## src/rtl/pulse_serial_deserialiser_pkg.sv

```systemverilog
// Shared types and sizing helpers for the pulse-triggered
// serial deserialiser.
package ds_adc_pkg;

  localparam int DEF_WIDTH = 13;

  typedef enum logic [1:0] {
    IDLE,
    WAIT_VALID,
    SHIFT
  } state_t;

  // Bits needed to hold the value n itself.
  function automatic int cnt_w(input int n);
    return (n < 2) ? 1 : $clog2(n + 1);
  endfunction

endpackage

```

## src/rtl/pulse_serial_deserialiser_if.sv

```systemverilog
// Trigger / serial lane / parallel result bundle between the
// deserialiser and its environment.
interface pulse_serial_deserialiser_if #(
  parameter int WIDTH = 13
);
  logic             auto_trig_en;
  logic             trig_req;
  logic             trigger_out;
  logic             serial_in;
  logic             valid_in;
  logic [WIDTH-1:0] data_out;
  logic             data_valid;
  logic             frame_err;
  logic             timeout;
  logic             busy;

  modport slave (
    input  auto_trig_en,
    input  trig_req,
    input  serial_in,
    input  valid_in,
    output trigger_out,
    output data_out,
    output data_valid,
    output frame_err,
    output timeout,
    output busy
  );

  modport master (
    output auto_trig_en,
    output trig_req,
    output serial_in,
    output valid_in,
    input  trigger_out,
    input  data_out,
    input  data_valid,
    input  frame_err,
    input  timeout,
    input  busy
  );
endinterface

```

## src/rtl/pulse_serial_deserialiser_trig.sv

```systemverilog
// Periodic/manual trigger merge; emits a request only while
// the receiver is idle, so busy-time expiries are dropped.
module ds_trig_gen
  import ds_adc_pkg::*;
#(
  parameter int TRIG_PERIOD = 64
) (
  input  logic clk,
  input  logic rst_n,
  input  logic auto_trig_en,
  input  logic trig_req,
  input  logic idle,
  output logic req
);

  localparam int PW = cnt_w(TRIG_PERIOD);

  logic [PW-1:0] pcnt;
  logic          expire;

  assign expire = auto_trig_en &&
                  (pcnt == PW'(TRIG_PERIOD - 1));

  always_ff @(posedge clk or negedge rst_n) begin
    if (!rst_n) begin
      pcnt <= '0;
    end else if (!auto_trig_en || expire) begin
      pcnt <= '0;
    end else begin
      pcnt <= pcnt + 1'b1;
    end
  end

  assign req = idle && (trig_req || expire);

endmodule

```

## src/rtl/pulse_serial_deserialiser.sv

```systemverilog
// Receive side of the ADC pulse-triggered serial link: issues
// triggers and rebuilds MSB-first frames into parallel words.
module pulse_serial_deserialiser
  import ds_adc_pkg::*;
#(
  parameter int WIDTH       = DEF_WIDTH,
  parameter int TRIG_PERIOD = 64,
  parameter int TIMEOUT     = 8
) (
  input  logic clk,
  input  logic rst_n,
  pulse_serial_deserialiser_if.slave bus
);

  localparam int BW = cnt_w(WIDTH);
  localparam int TW = cnt_w(TIMEOUT);

  state_t           state, state_n;
  logic [BW-1:0]    bcnt, bcnt_n;
  logic [TW-1:0]    tcnt, tcnt_n;
  logic [WIDTH-2:0] sh, sh_n;
  logic [WIDTH-1:0] data_q, data_n;
  logic             dv_q, dv_n;
  logic             ferr_q, ferr_n;
  logic             to_q, to_n;
  logic             trig_q, trig_n;
  logic             req;

  ds_trig_gen #(
    .TRIG_PERIOD(TRIG_PERIOD)
  ) u_trig (
    .clk         (clk),
    .rst_n       (rst_n),
    .auto_trig_en(bus.auto_trig_en),
    .trig_req    (bus.trig_req),
    .idle        (state == IDLE),
    .req         (req)
  );

  always_comb begin
    state_n = state;
    bcnt_n  = bcnt;
    tcnt_n  = tcnt;
    sh_n    = sh;
    data_n  = data_q;
    dv_n    = 1'b0;
    ferr_n  = 1'b0;
    to_n    = 1'b0;
    trig_n  = 1'b0;
    unique case (state)
      IDLE: begin
        // An unsolicited frame wins over a trigger request.
        if (bus.valid_in) begin
          sh_n    = (WIDTH-1)'(bus.serial_in);
          bcnt_n  = BW'(1);
          state_n = SHIFT;
        end else if (req) begin
          trig_n  = 1'b1;
          tcnt_n  = '0;
          state_n = WAIT_VALID;
        end
      end
      WAIT_VALID: begin
        if (bus.valid_in) begin
          sh_n    = (WIDTH-1)'(bus.serial_in);
          bcnt_n  = BW'(1);
          state_n = SHIFT;
        end else if (tcnt == TW'(TIMEOUT - 1)) begin
          to_n    = 1'b1;
          state_n = IDLE;
        end else begin
          tcnt_n = tcnt + 1'b1;
        end
      end
      SHIFT: begin
        if (bus.valid_in) begin
          ferr_n = 1'b1;
          sh_n   = (WIDTH-1)'(bus.serial_in);
          bcnt_n = BW'(1);
        end else if (bcnt == BW'(WIDTH - 1)) begin
          data_n  = {sh, bus.serial_in};
          dv_n    = 1'b1;
          bcnt_n  = '0;
          state_n = IDLE;
        end else begin
          sh_n   = {sh[WIDTH-3:0], bus.serial_in};
          bcnt_n = bcnt + 1'b1;
        end
      end
      default: state_n = IDLE;
    endcase
  end

  always_ff @(posedge clk or negedge rst_n) begin
    if (!rst_n) begin
      state  <= IDLE;
      bcnt   <= '0;
      tcnt   <= '0;
      sh     <= '0;
      data_q <= '0;
      dv_q   <= 1'b0;
      ferr_q <= 1'b0;
      to_q   <= 1'b0;
      trig_q <= 1'b0;
    end else begin
      state  <= state_n;
      bcnt   <= bcnt_n;
      tcnt   <= tcnt_n;
      sh     <= sh_n;
      data_q <= data_n;
      dv_q   <= dv_n;
      ferr_q <= ferr_n;
      to_q   <= to_n;
      trig_q <= trig_n;
    end
  end

  assign bus.trigger_out = trig_q;
  assign bus.data_out    = data_q;
  assign bus.data_valid  = dv_q;
  assign bus.frame_err   = ferr_q;
  assign bus.timeout     = to_q;
  assign bus.busy        = (state != IDLE);

endmodule

```

## src/flat_wrapper.sv

```systemverilog
// flat-port wrapper written by rule: the top's interface ports become plain ports
module pulse_serial_deserialiser_flat import ds_adc_pkg::*;
#(
  parameter int WIDTH       = DEF_WIDTH,
  parameter int TRIG_PERIOD = 64,
  parameter int TIMEOUT     = 8
)
  (clk, rst_n, bus_auto_trig_en, bus_trig_req, bus_serial_in, bus_valid_in, bus_trigger_out, bus_data_out, bus_data_valid, bus_frame_err, bus_timeout, bus_busy);
  pulse_serial_deserialiser_if #(.WIDTH(WIDTH)) bus_i ();
  input  logic clk;
  input  logic rst_n;
  input wire logic [$bits(bus_i.auto_trig_en)-1:0] bus_auto_trig_en;
  input wire logic [$bits(bus_i.trig_req)-1:0] bus_trig_req;
  input wire logic [$bits(bus_i.serial_in)-1:0] bus_serial_in;
  input wire logic [$bits(bus_i.valid_in)-1:0] bus_valid_in;
  output wire logic [$bits(bus_i.trigger_out)-1:0] bus_trigger_out;
  output wire logic [$bits(bus_i.data_out)-1:0] bus_data_out;
  output wire logic [$bits(bus_i.data_valid)-1:0] bus_data_valid;
  output wire logic [$bits(bus_i.frame_err)-1:0] bus_frame_err;
  output wire logic [$bits(bus_i.timeout)-1:0] bus_timeout;
  output wire logic [$bits(bus_i.busy)-1:0] bus_busy;
  assign bus_i.auto_trig_en = bus_auto_trig_en;
  assign bus_i.trig_req = bus_trig_req;
  assign bus_i.serial_in = bus_serial_in;
  assign bus_i.valid_in = bus_valid_in;
  assign bus_trigger_out = bus_i.trigger_out;
  assign bus_data_out = bus_i.data_out;
  assign bus_data_valid = bus_i.data_valid;
  assign bus_frame_err = bus_i.frame_err;
  assign bus_timeout = bus_i.timeout;
  assign bus_busy = bus_i.busy;
  pulse_serial_deserialiser #(.WIDTH(WIDTH), .TRIG_PERIOD(TRIG_PERIOD), .TIMEOUT(TIMEOUT)) u_core (.clk(clk), .rst_n(rst_n), .bus(bus_i));
endmodule
```

## config.mk

```make
export PLATFORM = sky130hd
export DESIGN_NAME = pulse_serial_deserialiser_flat
export DESIGN_NICKNAME = d
export VERILOG_FILES = /design/src/rtl/pulse_serial_deserialiser_pkg.sv /design/src/rtl/pulse_serial_deserialiser_if.sv /design/src/rtl/pulse_serial_deserialiser_trig.sv /design/src/rtl/pulse_serial_deserialiser.sv /design/src/flat_wrapper.sv
export SDC_FILE = /design/constraint.sdc
export NUM_CORES = 1
export LEC_CHECK = 0
export CAP_MARGIN = 20
export CORE_ASPECT_RATIO = 0.7
export CORE_UTILIZATION = 45
export DETAILED_ROUTE_END_ITERATION = 10
export GPL_TIMING_DRIVEN = 0
export PLACE_DENSITY = 0.71
export SLEW_MARGIN = 40
export SYNTH_ARGS = -nofsm -noshare
export SYNTH_HDL_FRONTEND = slang
export SYNTH_SLANG_ARGS = --single-unit
export TNS_END_PERCENT = 100
```

## constraint.sdc

```tcl
create_clock -name clk -period 2.3 [get_ports clk]
set_input_delay 0.23 -clock clk [delete_from_list [all_inputs] [get_ports clk]]
set_output_delay 0.23 -clock clk [all_outputs]
set_load 0.02 [all_outputs]
```

==> metrics.log, run 1 <==
INFO  metric cellLeakagePower = 1.09 nW
INFO  metric p_clk_share = 24.4%
INFO  metric compound_gate_portion_of_the_synthesized_area = 9.33%
INFO  metric global_route.usage.total = 17.5%
INFO  metric cts_num_sinks = 46
INFO  metric post-synth-top-count-cell = sky130_fd_sc_hd__dfrtp_1
INFO  metric power.combinational.fraction = 25.9%
INFO  metric path_class = reg -> out
INFO  metric synth_sequential_area_ratio = 57.2%
INFO  metric dieArea = 4750 sq um
INFO  metric slew_headroom = 70.7%
INFO  metric max_slew.worst_pin.slew = 0.435 ns
INFO  metric flip_flop_and_latch_count_after_synthesis = 46
INFO  metric critPathTopFamily = buffers and inverters
INFO  metric period_needed = 1.87 ns
INFO  metric grt_pass1_wl = 6.07 mm
INFO  metric fin_setup_tns = 0 ns
INFO  metric hold_viol = 0
INFO  metric unrepaired_setup_endpoints_after_global_routing = false
INFO  metric critPathBufInv = 1
INFO  metric fp.dieH = 57.9 um
INFO  metric internal_power_contribution = 1.36 mW
INFO  metric power.share.sequential = 49.7%
INFO  metric cts_made_buffers = 5
INFO  metric cap_viol_max_count = 0
INFO  metric asyncSetResetFlopFracSynth = 100%
INFO  metric switching_power = 0.680 mW
INFO  metric synthesis.nets = 183
INFO  metric multi_input_area = 778 sq um
INFO  metric fmaxAchievable = 534 MHz
INFO  metric cts_root_buf = sky130_fd_sc_hd__clkbuf_8
INFO  metric cts_hold_buf = 1
INFO  metric rows = 19
INFO  metric synth_xor_area_share = 1.74%
INFO  metric cts.repair.resized = 0
INFO  metric critical_path.startpoint_type = flip-flop
INFO  metric synth_simple_gate_area_share = 15.1%
INFO  metric total_inserted_antenna_cells = 0
INFO  metric cpPeakStageDelay = 0.55 ns
INFO  metric ys.flop_type = sky130_fd_sc_hd__dfrtp_1
INFO  metric synth_area_per_cell = 11.6 sq um
INFO  metric floorplan.initialDensity = 49.2%
INFO  metric via_count_of_the_first_global_routing_pass = 1324
INFO  metric post-cts-setup-buffer-count = 0
INFO  metric dominant_combinational_cell_family_by_area_after_synthesis = simple AND/OR/NAND/NOR gates
INFO  metric cts.path.max_buffers = 2
INFO  metric yosysWarnings = 0
INFO  metric dp_hpwl = 2.48 mm
INFO  metric tritoncts_clock_tree = done
INFO  metric synth_top_cells_by_count = sky130_fd_sc_hd__dfrtp_1, sky130_fd_sc_hd__nand2_1, sky130_fd_sc_hd__o21ai_0
INFO  metric fp.coreArea = 4090 sq um
INFO  metric highest_fanout_seen_on_the_critical_path = 7
INFO  metric post_synth_fa_ha_maj_area_fraction = 2.49%
INFO  metric antenna_violating_nets_post_route = 0
INFO  metric synth.mux.area_fraction = 10.0%
INFO  metric gp_routability_congestion = 0.796
INFO  metric outcome = finished, final reports clean
INFO  metric netlist_instances = 173
INFO  metric worst-endpoint-required = 2.07 ns
INFO  metric drv_slew = 0
INFO  metric ir_drop = 505 uV
INFO  metric maximum_number_of_pins_on_one_net_before_global_route_repair = 47
INFO  metric worstPathCellList = or2_2 -> clkdlybuf4s50_1
INFO  metric area.sequential = 1150 sq um
INFO  metric synth_cell_types = 38
INFO  metric number_of_antenna_violations_at_the_first_check_in_global_routing = 0
INFO  metric drc_markers = 0
INFO  metric finalCoreUtilization = 59.5%
INFO  metric timing.critical_path.slowest_stage_cell = sky130_fd_sc_hd__clkdlybuf4s50_1
INFO  metric wl = 3.57 mm
INFO  metric crit_path_end_kind = primary output
INFO  metric vias_per_cell = 5.16
INFO  metric drtPass1Iterations = 4
INFO  metric vias = 1330
INFO  metric final_clock_period_utilization_by_the_worst_path = 81.5%
INFO  metric dr.first_iter.drc_count = 71
INFO  metric hold_removal_path_class = in -> async
INFO  metric dieWidth = 81.9 um
INFO  metric clock_tree.htree_level_count = 2
INFO  metric power_density = 839 nW/um^2
INFO  metric library_cell_with_the_largest_summed_area_after_synthesis = sky130_fd_sc_hd__dfrtp_1
INFO  metric area.growth.synth_to_final = 20.9%
INFO  metric fraction_of_power_spent_switching_nets = 33.3%
INFO  metric worst_setup_hold_path_clk_slew = 0.09 ns
INFO  metric synth.top_cell.area_share = 57.2%
INFO  metric number_of_synthesized_flops_with_an_enable_pin = 0
INFO  metric share_of_layout_cells_above_drive_strength_1 = 16.5%
INFO  metric syn_area = 2010 sq um
INFO  metric finish.net_count = 215
INFO  metric routed_wire_length_per_instance = 13.8 um
INFO  metric top_level_ports = 24
INFO  metric arrival_time_of_the_worst_setup_path = 1.64 ns
INFO  metric synth_area_leaders = sky130_fd_sc_hd__dfrtp_1, sky130_fd_sc_hd__mux2_4, sky130_fd_sc_hd__nand2_1, sky130_fd_sc_hd__o21ai_0, sky130_fd_sc_hd__mux2_2
INFO  metric portBuffers = 23
INFO  metric clk-insertion-delay-late = 0.31 ns
INFO  metric overflow = 0
INFO  metric fillCellCount = 343
INFO  metric clock-skew-final = 0.0121 ns
INFO  metric total_setup_violations_reported_at_the_end_of_the_flow = 0
## routing by layer
| metal | global-route usage (%) | vias up | part of all wire, % |
|---|---|---|---|
| met2 | 28.1 | 27 | 48 |
| met4 | 6.77 | 0 | 1.7 |
| met5 | 0 | - | 0 |
| met3 | 5.51 | 7 | 3.9 |
| li1 | - | 652 | - |
| met1 | 22.2 | 644 | 47 |
## power by group through the flow
| stage | logic (mW) | registers [mW] | clock network (mW) |
|---|---|---|---|
| floorplan | 0.355 | 1.02 | 0 |
| global placement | 0.496 | 1.02 | 0 |
| detailed placement | 0.525 | 1.03 | 0 |
| CTS | 0.532 | 1.01 | 0.507 |
| global route | 0.589 | 1.03 | 0.544 |
| finish | 0.528 | 1.01 | 0.499 |
## cell families (layout without fill, tap and decap cells)
| logic type | Yosys count | count (layout) |
|---|---|---|
| fa+ha+maj | 4 | 4 |
| mux | 15 | 15 |
| buf+inv | 13 | 46 |
| compound gates | 29 | 29 |
| simple gates | 62 | 62 |
| xor+xnor | 4 | 4 |
| flops | 46 | 46 |
## layout by cell type, fill, tap and decap left out, types with 2 or more instances in the layout
master and n:
sky130_fd_sc_hd__ha_1 4, sky130_fd_sc_hd__xnor2_1 2, sky130_fd_sc_hd__nand3_1 5, sky130_fd_sc_hd__and2_1 3
sky130_fd_sc_hd__dfrtp_1 46, sky130_fd_sc_hd__nor2_1 8, sky130_fd_sc_hd__o21ai_0 18, sky130_fd_sc_hd__clkdlybuf4s50_1 22
sky130_fd_sc_hd__and2b_1 2, sky130_fd_sc_hd__nor3_1 2, sky130_fd_sc_hd__o31a_1 2, sky130_fd_sc_hd__mux2_4 9
sky130_fd_sc_hd__mux2_2 5, sky130_fd_sc_hd__buf_6 2, sky130_fd_sc_hd__inv_1 8, sky130_fd_sc_hd__and3_1 2
sky130_fd_sc_hd__buf_2 2, sky130_fd_sc_hd__clkbuf_8 5, sky130_fd_sc_hd__nand2_1 31, sky130_fd_sc_hd__xor2_1 2
## worst paths after layout
check | start | end | slack, ns | cells past startpoint
hold / removal | rst_n | u_core.sh[6] | 0.42 | 3
min in group clk | u_core.u_trig.pcnt[0] | u_core.u_trig.pcnt[0] | 0.46 | 1
hold reg to reg | u_core.u_trig.pcnt[0] | u_core.u_trig.pcnt[0] | 0.46 | 1
setup / recovery | u_core.state[0] | bus_busy | 0.43 | 2
max in group asynchronous | rst_n | u_core.bus.timeout | 1.66 | 3
setup reg to reg | u_core.bcnt[0] | u_core.bus.data_out[2] | 0.53 | 6
## worst reg2reg max path, delay by kind of cell (launching register included)
family	cells	cell delay [ns]
adders and majority gates	1	0.19
buffers and inverters	2	0.25
DFF	1	0.45
muxes	1	0.30
and+or+nand+nor	2	0.46
## through the flow
step           worst slack (ns)  power, mW  instances  hold WS, ns  instance area (sq um)
3_3_place_gp             -0.171       1.51        248        0.449                   2310
3_5_place_dp              0.383       1.55        249        0.221                   2330
2_1_floorplan             0.693       1.37        173      -0.0656                   2010
5_1_grt                   0.338       2.17        258        0.443                   2430
6_report                  0.426       2.04        258        0.418                   2430
4_1_cts                   0.408       2.05        258        0.436                   2430
## flip-flops by register name, indices dropped and copies added, names as in the netlist
register	flops
u_core.sh	12
u_core.bus.timeout	1
u_core.u_trig.pcnt	7
u_core.bus.data_valid	1
u_core.bus.data_out	13
u_core.tcnt	4
u_core.bcnt	4
u_core.bus.trigger_out	1
u_core.bus.frame_err	1
u_core.state	2
## area by class of cell
class | count | share of cell area (%)
tap | 52 | 2.67
sequential | 46 | 47.3
inverter | 8 | 1.23
multi-input combinational | 114 | 32.0
timing repair buffer | 25 | 10.9
clock buffer | 5 | 2.83
clock inverter | 3 | 0.874
buffer | 5 | 2.16
Power figures use the tool's default switching activity.
==> run 2, diff against run 1 <==
==> constraint.sdc (replaced) <==
create_clock -name clk -period 1.8 [get_ports clk]
set_input_delay 0.18 -clock clk [delete_from_list [all_inputs] [get_ports clk]]
set_output_delay 0.18 -clock clk [all_outputs]
set_load 0.02 [all_outputs]
==> run 2 against run 1 <==
Against the previous run: die area unchanged; routed wire length fell by 0.11%; non-clock buffer count grew 2; critical path type is now reg -> reg; largest cell class unchanged; largest power group unchanged.
==> metrics.log, run 2 (synthesis results as in run 1) <==
INFO  metric overflow = 0 (unchanged)
INFO  metric cellLeakagePower = 1.10 nW (+1.3%)
INFO  metric maximum_number_of_pins_on_one_net_before_global_route_repair = 47 (unchanged)
INFO  metric finish.net_count = 217 (+0.93%)
INFO  metric dieArea = 4750 sq um (unchanged)
INFO  metric antenna_violating_nets_post_route = 0 (unchanged)
INFO  metric number_of_antenna_violations_at_the_first_check_in_global_routing = 0 (unchanged)
INFO  metric fillCellCount = 330 (-3.8%)
INFO  metric clock_tree.htree_level_count = 2 (unchanged)
INFO  metric critical_path.startpoint_type = flip-flop
INFO  metric placedCellCount = 249 (unchanged)
INFO  metric post_route_total_power = 2.61 mW (+28%)
INFO  metric cts.path.max_buffers = 2 (unchanged)
INFO  metric arrival_time_of_the_worst_setup_path = 1.88 ns (+0.24 ns)
INFO  metric via_count_of_the_first_global_routing_pass = 1324 (unchanged)
INFO  metric fmaxAchievable = 592 MHz
INFO  metric clock-skew-final = 0.0116 ns (-0.000502 ns)
INFO  metric hold_viol = 0 (unchanged)
INFO  metric fp.coreArea = 4090 sq um (unchanged)
INFO  metric vias_per_cell = 5.14 (-0.32%)
INFO  metric drv_slew = 0 (unchanged)
INFO  metric highest_fanout_seen_on_the_critical_path = 7 (unchanged)
INFO  metric total_inserted_antenna_cells = 0 (unchanged)
INFO  metric vias = 1336 (+0.45%)
INFO  metric dieWidth = 81.9 um (unchanged)
INFO  metric cts_num_sinks = 46 (unchanged)
INFO  metric cap_viol_max_count = 0 (unchanged)
INFO  metric dp_hpwl = 2.48 mm (unchanged)
INFO  metric drtPass1Iterations = 4 (unchanged)
INFO  metric layout_commonest_cell = sky130_fd_sc_hd__dfrtp_1
INFO  metric floorplan.initialDensity = 49.2% (unchanged)
INFO  metric layout.cells.most_common_list = sky130_fd_sc_hd__dfrtp_1, sky130_fd_sc_hd__nand2_1, sky130_fd_sc_hd__clkdlybuf4s50_1
INFO  metric worst-endpoint-required = 1.99 ns (-0.08 ns)
INFO  metric layout.cells.non_filler = 260 (+0.78%)
INFO  metric clk-insertion-delay-late = 0.31 ns (about the same)
INFO  metric final_clock_period_utilization_by_the_worst_path = 93.9%
INFO  metric number_of_cells_traversed_by_the_worst_register_to_register_path = 5 (-1)
INFO  metric total_setup_violations_reported_at_the_end_of_the_flow = 0 (unchanged)
INFO  metric worst_setup_hold_path_clk_slew = 0.09 ns (about the same)
INFO  metric routed_wire_length_per_instance = 13.7 um (-0.88%)
INFO  metric global_route.usage.total = 17.5% (-0.034 points)
INFO  metric ir_drop = 599 uV (+19%)
INFO  metric number_of_flip_flops_under_the_largest_register_name = 13 (unchanged)
INFO  metric top_level_ports = 24 (unchanged)
INFO  metric drc_markers = 0 (unchanged)
INFO  metric crit_path_end_kind = flip-flop
INFO  metric path_class = reg -> reg
INFO  metric fp.dieH = 57.9 um (unchanged)
INFO  metric unrepaired_setup_endpoints_after_global_routing = false
INFO  metric cts_made_buffers = 5 (unchanged)
INFO  metric wl = 3.57 mm (-0.11%)
INFO  metric gp_routability_congestion = 0.796 (unchanged)
INFO  metric tritoncts_clock_tree = done
INFO  metric dr.first_iter.drc_count = 74 (+4.2%)
INFO  metric grt_pass1_wl = 6.07 mm (-0.12%)
INFO  metric max_slew.worst_pin.slew = 0.435 ns (-0.00000119 ns)
INFO  metric hold_removal_path_class = in -> async
INFO  metric rows = 19 (unchanged)
INFO  metric portBuffers = 23 (unchanged)
INFO  metric cts_root_buf = sky130_fd_sc_hd__clkbuf_8
INFO  metric power_density = 1060 nW/um^2 (+26%)
INFO  metric outcome = finished, final reports clean
INFO  metric share_of_layout_cells_above_drive_strength_1 = 18.3% (+1.8 points)
INFO  metric area.growth.synth_to_final = 22.7%
INFO  metric slew_headroom = 70.7% (about the same)
INFO  metric period_needed = 1.69 ns
-- run 2: cell count changes in the layout (fill, tap and decap cells not counted) --
cell and change:
sky130_fd_sc_hd__a211oi_1 -1, sky130_fd_sc_hd__a211oi_2 +1, sky130_fd_sc_hd__buf_12 +1, sky130_fd_sc_hd__buf_4 +1
sky130_fd_sc_hd__clkdlybuf4s50_1 -1, sky130_fd_sc_hd__dlygate4sd2_1 +1, sky130_fd_sc_hd__nand3_1 -1, sky130_fd_sc_hd__nand3_2 +1
-- run 2: cell type report --
class,count,area [sq um],area share (%)
clock inverters,3,21.3,0.862
multi-input cells,114,788,31.9
well taps,52,65.1,2.64
clock buffers,5,68.8,2.79
repair buffers,27,292,11.8
flip-flops and latches,46,1150,46.6
plain buffers,5,52.6,2.13
inverters,8,30.0,1.22
-- run 2: layer usage --
layer	track usage (%)	up-vias	wire (um)
li1	-	658	-
met1	22.3	642	1660
met2	28.1	31	1720
met3	5.20	5	148
met4	6.77	0	42
met5	0	-	0
-- run 2: metrics by stage --
step / instance area (sq um) / worst slack (ns) / TNS (ns) / hold WS, ns / utilization [%]
2_1_floorplan: 2010 / 0.193 / 0 / -0.116 / -
3_3_place_gp: 2310 / -0.621 / -28.86 / 0.449 / 56.4
3_5_place_dp: 2330 / -0.0666 / -0.606 / 0.171 / 57.0
4_1_cts: 2430 / 0.0224 / 0 / 0.386 / 59.5
5_1_grt: 2470 / 0.0165 / 0 / 0.393 / 60.4
6_report: 2470 / 0.110 / 0 / 0.370 / 60.4
-- run 2: worst paths after layout --
path | end | start | slack, ns
setup reg to reg | u_core.sh[0] | u_core.bcnt[0] | 0.11
setup / recovery | u_core.sh[0] | u_core.bcnt[0] | 0.11
max in group asynchronous | u_core.bus.timeout | rst_n | 1.21
min in group clk | u_core.u_trig.pcnt[0] | u_core.u_trig.pcnt[0] | 0.46
hold reg to reg | u_core.u_trig.pcnt[0] | u_core.u_trig.pcnt[0] | 0.46
hold / removal | u_core.sh[6] | rst_n | 0.37
-- run 2: report_power, final --
group          switching (mW)  internal, mW
sequential              0.143          1.16
clock                   0.359         0.273
combinational           0.370         0.305
total                   0.872          1.74
-- run 2: critical path, stage by stage (launching register included) --
cell and delay (ns):
sky130_fd_sc_hd__dfrtp_1 0.45, sky130_fd_sc_hd__inv_1 0.08, sky130_fd_sc_hd__ha_1 0.21, sky130_fd_sc_hd__nand3_2 0.16, sky130_fd_sc_hd__o22ai_4 0.31, sky130_fd_sc_hd__mux2_2 0.37
-- run 2: repair_timing --
item                                   CTS  global route
gates resized for setup                  1             2
setup endpoints to repair                1            17
hold buffers                             1             0
setup buffers                            0             2
endpoints found under the hold margin   46             0
pin swaps                                0             2
